## config.mk

```make
export PLATFORM = sky130hd
export DESIGN_NAME = squarer_seq_nbit
export DESIGN_NICKNAME = d
export VERILOG_FILES = /design/src/rtl/squarer_seq_nbit.sv
export SDC_FILE = /design/constraint.sdc
export NUM_CORES = 1
export LEC_CHECK = 0
export ABC_CLOCK_PERIOD_IN_PS = 10020
export BUFFER_PORTS_ARGS = -buffer_cell sky130_fd_sc_hd__buf_2
export CAP_MARGIN = 10
export CORE_MARGIN = 2
export CORE_UTILIZATION = 60
export CTS_CLUSTER_DIAMETER = 40
export DETAILED_ROUTE_END_ITERATION = 8
export GPL_ROUTABILITY_DRIVEN = 1
export PLACE_DENSITY_LB_ADDON = 0.1
export SLEW_MARGIN = 0
export SYNTH_ARGS = -nofsm -noshare
export SYNTH_HDL_FRONTEND = slang
export SYNTH_SLANG_ARGS = --single-unit
```

## constraint.sdc

```tcl
create_clock -name clk -period 10.02 [get_ports clk]
set_clock_uncertainty 0.15 [all_clocks]
set_input_delay 0 -clock clk [delete_from_list [all_inputs] [get_ports clk]]
set_output_delay 0 -clock clk [all_outputs]
set_load 0.02 [all_outputs]
```

## src/rtl/squarer_seq_nbit.sv

```systemverilog
// Sequential WIDTH-bit squarer: one symmetric partial-product row accumulated per cycle.
// Optional XOR row signature on port `garbage` when SQR_GARBAGE_EN is defined.
module squarer_seq_nbit #(
    parameter int WIDTH = 8
) (
    input  logic               clk,
    input  logic               rst,
    input  logic               in_valid,
    output logic               in_ready,
    input  logic [WIDTH-1:0]   a,
    output logic               out_valid,
    input  logic               out_ready,
    output logic [2*WIDTH-1:0] Y
`ifdef SQR_GARBAGE_EN
    ,
    output logic [2*WIDTH-1:0] garbage
`endif
);

    localparam int IW = (WIDTH > 1) ? $clog2(WIDTH) : 1;
    localparam int PW = 2 * WIDTH;

    typedef enum logic [1:0] {
        IDLE  = 2'd0,
        ACCUM = 2'd1,
        DONE  = 2'd2
    } state_t;

    state_t          state, state_nxt;
    logic [WIDTH-1:0] op_q;
    logic [IW-1:0]    idx;
    logic [PW-1:0]    op_ext;
    logic [PW-1:0]    row;
    logic             last_row;

    assign op_ext   = PW'(op_q);
    assign last_row = (idx == IW'(WIDTH - 1));

    // Row i: diagonal a_i*2^(2i) plus doubled cross terms with every higher bit.
    always_comb begin
        row = '0;
        if (op_q[idx])
            row = (PW'(1) << (2 * idx)) + ((op_ext >> (idx + 1)) << (2 * idx + 2));
    end

    always_ff @(posedge clk or posedge rst) begin
        if (rst)
            state <= IDLE;
        else
            state <= state_nxt;
    end

    always_comb begin
        state_nxt = state;
        case (state)
            IDLE:    if (in_valid)  state_nxt = ACCUM;
            ACCUM:   if (last_row)  state_nxt = DONE;
            DONE:    if (out_ready) state_nxt = IDLE;
            default:                state_nxt = IDLE;
        endcase
    end

    assign in_ready  = (state == IDLE);
    assign out_valid = (state == DONE);

    always_ff @(posedge clk or posedge rst) begin
        if (rst) begin
            op_q <= '0;
            idx  <= '0;
            Y    <= '0;
        end else begin
            case (state)
                IDLE: begin
                    if (in_valid) begin
                        op_q <= a;
                        idx  <= '0;
                        Y    <= '0;
                    end
                end
                ACCUM: begin
                    Y <= Y + row;
                    if (!last_row)
                        idx <= idx + IW'(1);
                end
                default: ;
            endcase
        end
    end

`ifdef SQR_GARBAGE_EN
    always_ff @(posedge clk or posedge rst) begin
        if (rst)
            garbage <= '0;
        else if (state == IDLE && in_valid)
            garbage <= '0;
        else if (state == ACCUM)
            garbage <= garbage ^ row;
    end
`endif

endmodule

```

==> After elaboration in Yosys (flattened, before gate mapping) <==
Index checks and enable logic that the tools add are counted.
{ "op_classes": {"addsub": 5, "magnitude_cmp": 1, "n_eq_ne": 7, "n_shift": 3, "n_mux": 12, "reduce_logical": 6} }
{ "op_table": {"columns": ["op", "count"], "rows": [
  ["16-bit adder", 2],
  ["16-bit 2-to-1 mux", 2],
  ["16-bit one-hot mux with 2 select lines", 1],
  ["1-bit by 4-bit << shifter with 16-bit output, first input constant", 1],
  ["16-bit by 5-bit << shifter with 16-bit output", 1],
  ["8-bit by 4-bit right shift with 16-bit output", 1],
  ["2-bit 2-to-1 mux", 3],
  ["3-bit 2-to-1 mux", 2],
  ["2-bit != test, second input constant", 3],
  ["2-bit one-hot mux with 3 select lines", 1],
  ["3-bit one-hot mux with 2 select lines", 1],
  ["3-bit AND reduction", 2],
  ["4-bit by 2-bit adder with 5-bit output, second input constant", 1],
  ["3-bit by 1-bit adder with 4-bit output, second input constant", 1],
  ["3-bit by 4-bit < comparator with 1-bit output, second input constant", 1],
  ["2-bit AND reduction", 2],
  ["3-bit by 1-bit adder with 3-bit output, second input constant", 1],
  ["1-bit binary-select mux with 3-bit select", 1],
  ["3-bit == test, second input constant", 1],
  ["2-bit by 1-bit == test with 1-bit output, second input constant", 1],
  ["2-bit == test, second input constant", 1],
  ["2-bit zero test", 1],
  ["2-bit by 1-bit != test with 1-bit output, second input constant", 1],
  ["2-bit nonzero test", 1],
  ["1-bit 2-to-1 mux", 1]
]} }
{ "word_totals": {"regBits": 29, "elab_cells": 38} }

==> Longest topological paths before layout <==
Gate-level depths: netlist of run 1.
{ "logic_depth": {"depth_word": 7, "ltp_mapped": 25} }

==> Worst setup path before layout of run 1 <==
Ideal clock, no wire load.
{ "synth_path": {"path_type": "flip-flop to flip-flop", "from": "register idx[1]", "to": "register Y[15]", "setup_ns": 0.132, "t_arrival_ns": 4.286, "required_time_ns": 9.738, "setup_slack_ns": 5.452, "stages_incl_launch_ff": 25, "n_path_buf": 3, "period_less_slack_ns": 4.568, "cell_sequence": "dfrtp_1 > buf_6 > inv_1 > ha_1 > buf_4 > clkbuf_1 > nor3_1 > ha_1 > nand2_1 > o41a_1 > nor2_1 > a21o_1 > a31oi_1 > xor2_1 > nor2_1 > ha_1 > o221ai_1 > nor2_1 > o31ai_1 > a311oi_1 > nand4_1 > a31oi_1 > xor2_1 > o211ai_1 > o31ai_1"} }
{ "synth_between": {"elab_chain_cells": 7} }
{ "synth_rtl": {"columns": ["item", "line_no", "text"], "rows": [
  ["from (decl)", "31", "logic [IW-1:0] idx;"],
  ["from (signal assigned)", "83", "idx <= idx + IW'(1);"],
  ["3-bit by 1-bit adder with 4-bit output", "43", "row = (PW'(1) << (2 * idx)) + ((op_ext >> (idx + 1)) << (2 * idx + 2));"],
  ["8-bit by 4-bit right shift with 16-bit output", "43", null],
  ["16-bit by 5-bit << shifter with 16-bit output", "43", null],
  ["16-bit adder", "43", null],
  ["16-bit 2-to-1 mux *", "42", "if (op_q[idx])"],
  ["16-bit adder *", "81", "Y <= Y + row;"],
  ["16-bit one-hot mux with 2 select lines *", "72", "case (state)"],
  ["to (signal assigned)", "81", null],
  ["to (decl)", "13", "output logic [2*WIDTH-1:0] Y"]
]} }
Every way passes the cells marked *; elsewhere a longest branch is shown, timed or not. The select of a mux whose other input is x is not followed.
A chain may end at the register's enable or synchronous reset.

==> Worst setup path in the final report of run 1 <==
{ "layout_path": {"from": "register idx[0]", "to": "register Y[15]"} }
The elaborated chain is that of the path after synthesis.

==> summary.md, run 1 <==
| Metric | Value |
|---|---|
| Final Critical Period | 5700 ps |
| Final Hold Viols | 0 |
| Maxcap violations | 0 |
| Post-synthesis mux area share | 5.36% |
| Largest net degree at the start of global routing | 30 |
| Fillers | 392 |
| Ys async rst share | 100% |
| RSZ-0062 raised after global routing | false |
| Hold depth | 4 |
| Number of synthesized flops with an enable pin | 0 |
| Worst-case clock buffer depth | 2 |
| Top post-synthesis cells by area | dfrtp_1, ha_1, nand2_1 |
| Mapped cell area | about 3000 um^2 |
| Post-DP HPWL | 5250 um |
| Worst vdd ir | 0.217 mV |
| HP Class | in2reg |
| Adder-Cell Fraction of Synth Area | 13.2% |
| Num CTS Buffers | 5 |
| Startpoint Class | flop |
| Synth Area in Compound Gates | between 20% and 30% |
| Routed WL per cell | approximately 16 um |
| Die W | 74.6 um |
| CTS tree | done |
| Root Buffer | clkbuf_8 |
| Final core occ | a little over two thirds |
| Clock sink count | 29 |
| Part of the Yosys area used for sequential elements | 24.3% |
| Largest family of logic cells by synthesized area | compound AO/OA/AOI/OAI gates |
| Synth area leader | dfrtp_1 |
| Syn Area/Cell | approximately 8.2 um^2 |
| # DRC | 0 |
| Worst-Margin Slew | 943 ps |
| Final wirelength | 7310 um |
| Worst reg2reg path depth | 20 |
| Core area | 4750 um^2 |
| Area of the multi-input gates | 2140 um^2 |
| Antenna viol nets, final | 0 |
| Diodes inserted | 0 |
| Share of the synthesized area in the top cell type | between 20 and 25% |
| Critical Path AT | 5680 ps |
| Worst r2r dst | Y[15] |
| Htree depth | 2 |
| Starting DRT DRC Count | 278 |
| Vias in the first global route | 2561 |
| Type of the worst setup path | reg2reg |
| Total grt overflow | 0 |
| Register Area | 726 um^2 |
| Count of unique library cells instantiated by Yosys | 63 |
| Final GP Congestion | 0.910 |
| IO Pins | 30 |
| Setup_tns | 0 ps |
| Max Freq | 176 MHz |
| Die footprint | 5560 um^2 |
| Drt first pass iters | 4 |
| RR Startpoint | idx[0] |
| R2r setup slk | 4320 ps |
| Final Max Tran Viols | 0 |
| Layout cells sized above 1 | 15.1% |
| Port bufs | 29 |
| Leakage | 0.00157 uW |
| Min-delay src | in_valid |
| WHS | 135 ps |
| Die Ht | ~75 um |
| Crit share post-route | 56.9% |
| Hold EP | op_q[2] |
| Dpl ws | 4460 ps |
| First-pass GRT wire length | 12300 um |
| PD cells | around 380 nW/um^2 |
| Rows | 25 |
| Via count | 2751 |
| Final-stage net count | roughly 440 |
| Worst Path Required | 10000 ps |
| Synthesized Nets | a little over 400 |
| Status | completed |
| Drt via density | 5.93 |
| P&R area growth vs syn | 12.3% |
| Primary FF master, synth | dfrtp_1 |
| Final setup viols | 0 |
| XOR/XNOR Fraction of Synth Area | 6.44% |
| Rel. slew slack | a little under two fifths |
| Reg clk slew, reported paths | 70 ps |
| Synth Register Bits | 29 |
| Syn Inst Count | 363 |
| Antenna violations before repair | 0 |
| Max FO, Critical Path | 23 |
| Initial Util | 62.9% |
| Clock latency on the worst-skew pair | 290 ps |
| CP endpoint kind | flop |
| Simple logic cell fraction of the synthesized area | 23.0% |
| YS warnings | 0 |
| Crit path setup slack, layout | 4320 ps |
| Total track usage | 28.8% |
-- registers in the layout, summed over array words and instances, names as in the netlist --
signal,count
op_q,8
Y,16
state,2
idx,3
-- synthesized netlist by cell type (all sizes together) (3+ instances only) --
cell and n:
o211ai 4, dfrtp 29, nand2 52, a31oi 7, ha 30, o21ai 22, nor2 36, inv 12
and3 3, xnor2 10, or3 6, o21a 4, nor3 11, nor2b 11, and2 5, mux2 6
a211oi 5, clkbuf 8, o31ai 6, a21o 6, a21oi 14, o32ai 3, xor2 12, mux2i 7
buf 7, nand3 11, nand2b 6
-- through the flow --
| step | instances | area, um^2 | power, uW |
|---|---|---|---|
| final | 464 | 3360 | 1260 |
| after global routing | 464 | 3360 | 1380 |
| after CTS | 464 | 3360 | 1260 |
| after detailed placement | 446 | 3160 | 1140 |
| after global placement | 446 | 3160 | 1120 |
| after floorplan | 363 | 2990 | 956 |
-- what timing repair did --
item | 4_1_cts | 5_1_grt
buffers inserted | 0 | 0
endpoints found under the hold margin | 38 | 0
hold buffers | 10 | 0
gates resized for setup | 0 | 0
-- worst max-delay path, stage by stage, from the launching register on --
cell and delay (ps):
dfrtp_1 810, inv_2 200, ha_1 790, inv_1 250
mux2_2 350, nor2_1 100, ha_1 270, a41oi_1 380
nor2b_1 110, xnor2_1 150, nor2_1 60, ha_1 390
o221ai_1 140, nor2_1 120, o31ai_1 110, a311oi_1 400
nand4_1 180, a31oi_1 200, xor2_1 110, o211ai_1 170
o31ai_1 100
-- cell type report --
class                   count  area share (%)
clock buffers               7            2.87
clock inverters             1           0.149
inverters                  12            1.34
multi-input cells         307            63.8
flip-flops and latches     29            21.6
well taps                  67            2.50
repair buffers             41            7.75
-- cell families after synthesis --
group | after synthesis
and+or+nand+nor | 148
AOI/OAI and AO/OA | 92
adders and majority gates | 31
DFF | 29
buffers and inverters | 27
xor gates and xnor gates | 22
muxes | 14
-- worst max path at each step --
stage / startpoint / endpoint
6_report: idx[0] / Y[15]
5_1_grt: idx[0] / Y[15]
4_1_cts: idx[0] / Y[15]
3_5_place_dp: idx[0] / Y[15]
3_3_place_gp: idx[0] / Y[15]
2_1_floorplan: idx[1] / Y[15]
-- layout by cell type (no fill, tap or decap), types with 11 or more instances in the layout --
cell,instances
nor2_1,36
a21oi_1,14
xor2_1,12
nand3_1,11
dfrtp_1,29
nand2_1,51
buf_2,29
o21ai_0,18
ha_1,30
nor2b_1,11
nor3_1,11
-- power by group --
group          switching [uW]  internal [uW]
combinational             543            363
clock                    48.3           62.1
sequential               75.3            172
-- layer usage --
metal  wire length (um)  global-route usage [%]  up-vias
li1                   -                       -     1372
met1               3570                    43.1     1283
met2               3250                    44.3       82
met3                374                    3.79       14
met4                112                    6.75        0
met5                  0                       0        -
Note: power is estimated with default switching activity, not from simulation.
==> run 2, diff against run 1 <==
--- a/config.mk
+++ b/config.mk
@@ -5,7 +5,7 @@
 export SDC_FILE = /design/constraint.sdc
 export NUM_CORES = 1
 export LEC_CHECK = 0
-export ABC_CLOCK_PERIOD_IN_PS = 10020
+export ABC_CLOCK_PERIOD_IN_PS = 5860
 export BUFFER_PORTS_ARGS = -buffer_cell sky130_fd_sc_hd__buf_2
 export CAP_MARGIN = 10
 export CORE_MARGIN = 2
==> constraint.sdc (replaced) <==
create_clock -name clk -period 5.86 [get_ports clk]
set_clock_uncertainty 0.15 [all_clocks]
set_input_delay 0 -clock clk [delete_from_list [all_inputs] [get_ports clk]]
set_output_delay 0 -clock clk [all_outputs]
set_load 0.02 [all_outputs]
==> summary.md, run 2 (synthesis results as in run 1) <==
| Metric | Value |
|---|---|
| PD cells | 645 nW/um^2 (was 377 nW/um^2) |
| WHS | 121 ps (was 135 ps) |
| Clock sink count | 29 (unchanged) |
| Crit path setup slack, layout | 644 ps (was 4320 ps) |
| Initial Util | 62.9% (unchanged) |
| Num CTS Buffers | 5 (unchanged) |
| Htree depth | 2 (unchanged) |
| Type of the worst setup path | reg2reg (unchanged) |
| Min-delay src | in_valid (unchanged) |
| CP endpoint kind | flop (unchanged) |
| Clock latency on the worst-skew pair | 290 ps (about the same) |
| Leakage | 0.00158 uW (was 0.00157 uW) |
| Met2 Use GR | 43.6% (was 44.3%) |
| Worst Path Required | 5840 ps (was 10000 ps) |
| Post-DP HPWL | 5280 um (was 5250 um) |
| Final setup viols | 0 (unchanged) |
| Biggest regs | Y: 16 flops, op_q: 8 flops, idx: 3 flops (unchanged) |
| Rows | 25 (unchanged) |
| Final Critical Period | 5220 ps (was 5700 ps) |
| Antenna viol nets, final | 0 (unchanged) |
| Drt first pass iters | 5 (was 4) |
| Tot Pwr | 2180 uW (was 1260 uW) |
| R2r setup slk | 640 ps (was 4320 ps) |
| Port bufs | 29 (unchanged) |
| Maxcap violations | 0 (unchanged) |
| RSZ-0062 raised after global routing | false (unchanged) |
| Critical Path AT | 5190 ps (was 5680 ps) |
| IO Pins | 30 (unchanged) |
| Vias in the first global route | 2553 (was 2561) |
| Starting DRT DRC Count | 225 (was 278) |
| # DRC | 0 (unchanged) |
| First-pass GRT wire length | 12000 um (was 12300 um) |
| Layout cells sized above 1 | 16.0% (was 15.1%) |
| Largest net degree at the start of global routing | 30 (unchanged) |
| Reg clk slew, reported paths | 70 ps (about the same) |
| Startpoint Class | flop (unchanged) |
| Die Ht | 74.6 um (unchanged) |
| Drt via density | 5.85 (was 5.93) |
| Hold depth | 4 (unchanged) |
| Rel. slew slack | 36.3% (was 37.2%) |
| Die footprint | 5560 um^2 (unchanged) |
| Total grt overflow | 0 (unchanged) |
| Root Buffer | clkbuf_8 (unchanged) |
| Antenna violations before repair | 0 (unchanged) |
| Worst vdd ir | 0.335 mV (was 0.217 mV) |
| Max FO, Critical Path | 18 (was 23) |
| Met1 usage | 40.3% (was 43.1%) |
| Grt met3 use | 4.88% (was 3.79%) |
| Max FFs per register | 16 (unchanged) |
| Final-stage net count | 441 (was 439) |
| HP Class | in2reg (unchanged) |
| Most frequent cells in the layout | nand2_1, nor2_1, ha_1 (unchanged) |
| P&R area growth vs syn | 13.0% (was 12.3%) |
| Reg with most FFs | Y (unchanged) |
| Final Max Tran Viols | 0 (unchanged) |
| Worst-case clock buffer depth | 2 (unchanged) |
| Max Freq | 192 MHz (was 176 MHz) |
| RR Startpoint | idx[1] (was idx[0]) |
| Busiest layer in global routing | met2 (unchanged) |
| Via count | 2727 (was 2751) |
| Status | completed (unchanged) |
| Final Hold Viols | 0 (unchanged) |
| Dpl ws | 429 ps (was 4460 ps) |
| CTS tree | done (unchanged) |
| Worst r2r dst | Y[15] (unchanged) |
| Total track usage | 28.1% (was 28.8%) |
| Setup_tns | 0 ps (unchanged) |
| Hold EP | op_q[1] (was op_q[2]) |
| Core area | 4750 um^2 (unchanged) |
| Most common cell after layout, fill and taps aside | nand2_1 (unchanged) |
| Die W | 74.6 um (unchanged) |
| Final GP Congestion | 0.970 (was 0.910) |
| Worst-Margin Slew | 955 ps (was 943 ps) |
| Final wirelength | 7130 um (was 7310 um) |
| Routed WL per cell | 15.3 um (was 15.8 um) |
| Worst reg2reg path depth | 20 (unchanged) |
| Crit share post-route | 89.0% (was 56.9%) |
| Diodes inserted | 0 (unchanged) |
-- run 2: changes by cell type in the layout (fill, tap and decap cells not counted), sizes merged --
cell,change
buf,+2
-- run 2: timing repair --
item	in CTS	in global routing
hold endpoints to repair	38	0
setup buffers	0	0
hold buffers	10	0
endpoints found under the setup margin	0	1
gates resized for setup	0	2
-- run 2: metrics by stage --
step | std cells | utilization (%) | area, um^2
4_1_cts | 466 | 70.9 | 3370
5_1_grt | 466 | 71.1 | 3380
6_report | 466 | 71.1 | 3380
3_3_place_gp | 448 | 66.7 | 3170
2_1_floorplan | 363 | - | 2990
3_5_place_dp | 448 | 66.7 | 3170
-- run 2: power breakdown --
group | switching (uW) | total, uW | internal (uW)
clock network | 81.0 | 187 | 106
logic | 949 | 1580 | 633
registers | 113 | 408 | 296
total | 1140 | 2180 | 1030
-- run 2: worst max-delay path by stage --
stage	startpoint	end	slack (ps)	depth (start not counted)
6_report	idx[1]	Y[15]	640	20
5_1_grt	idx[1]	Y[15]	170	20
4_1_cts	idx[1]	Y[15]	400	20
3_5_place_dp	idx[1]	Y[15]	430	20
3_3_place_gp	idx[1]	Y[15]	560	20
2_1_floorplan	idx[1]	Y[15]	1290	24
-- run 2: per-layer routing --
| metal | up-vias | part of all wire (%) |
|---|---|---|
| met5 | - | 0 |
| met4 | 0 | 1.4 |
| met3 | 12 | 5.0 |
| met2 | 71 | 44 |
| met1 | 1270 | 50 |
| li1 | 1374 | - |
-- run 2: area by class of cell --
class                   instances  area [um^2]
clock buffers                   7         96.3
clock inverters                 1         5.00
fillers                       395         1380
inverters                      12         45.0
multi-input cells             307         2150
flip-flops and latches         29          727
well taps                      67         83.8
repair buffers                 43          275
-- run 2: critical path: stages, from the launching register on --
cell and delay [ps]:
dfrtp_2 580, inv_1 200, ha_1 640, inv_1 220, mux2_2 330, nor2_1 100, ha_1 270, a41oi_1 400
nor2b_1 120, xnor2_1 160, nor2_1 60, ha_1 390, o221ai_1 130, nor2_1 100, o31ai_1 90, a311oi_1 390
nand4_1 170, a31oi_1 190, xor2_1 100, o211ai_1 170, o31ai_1 110
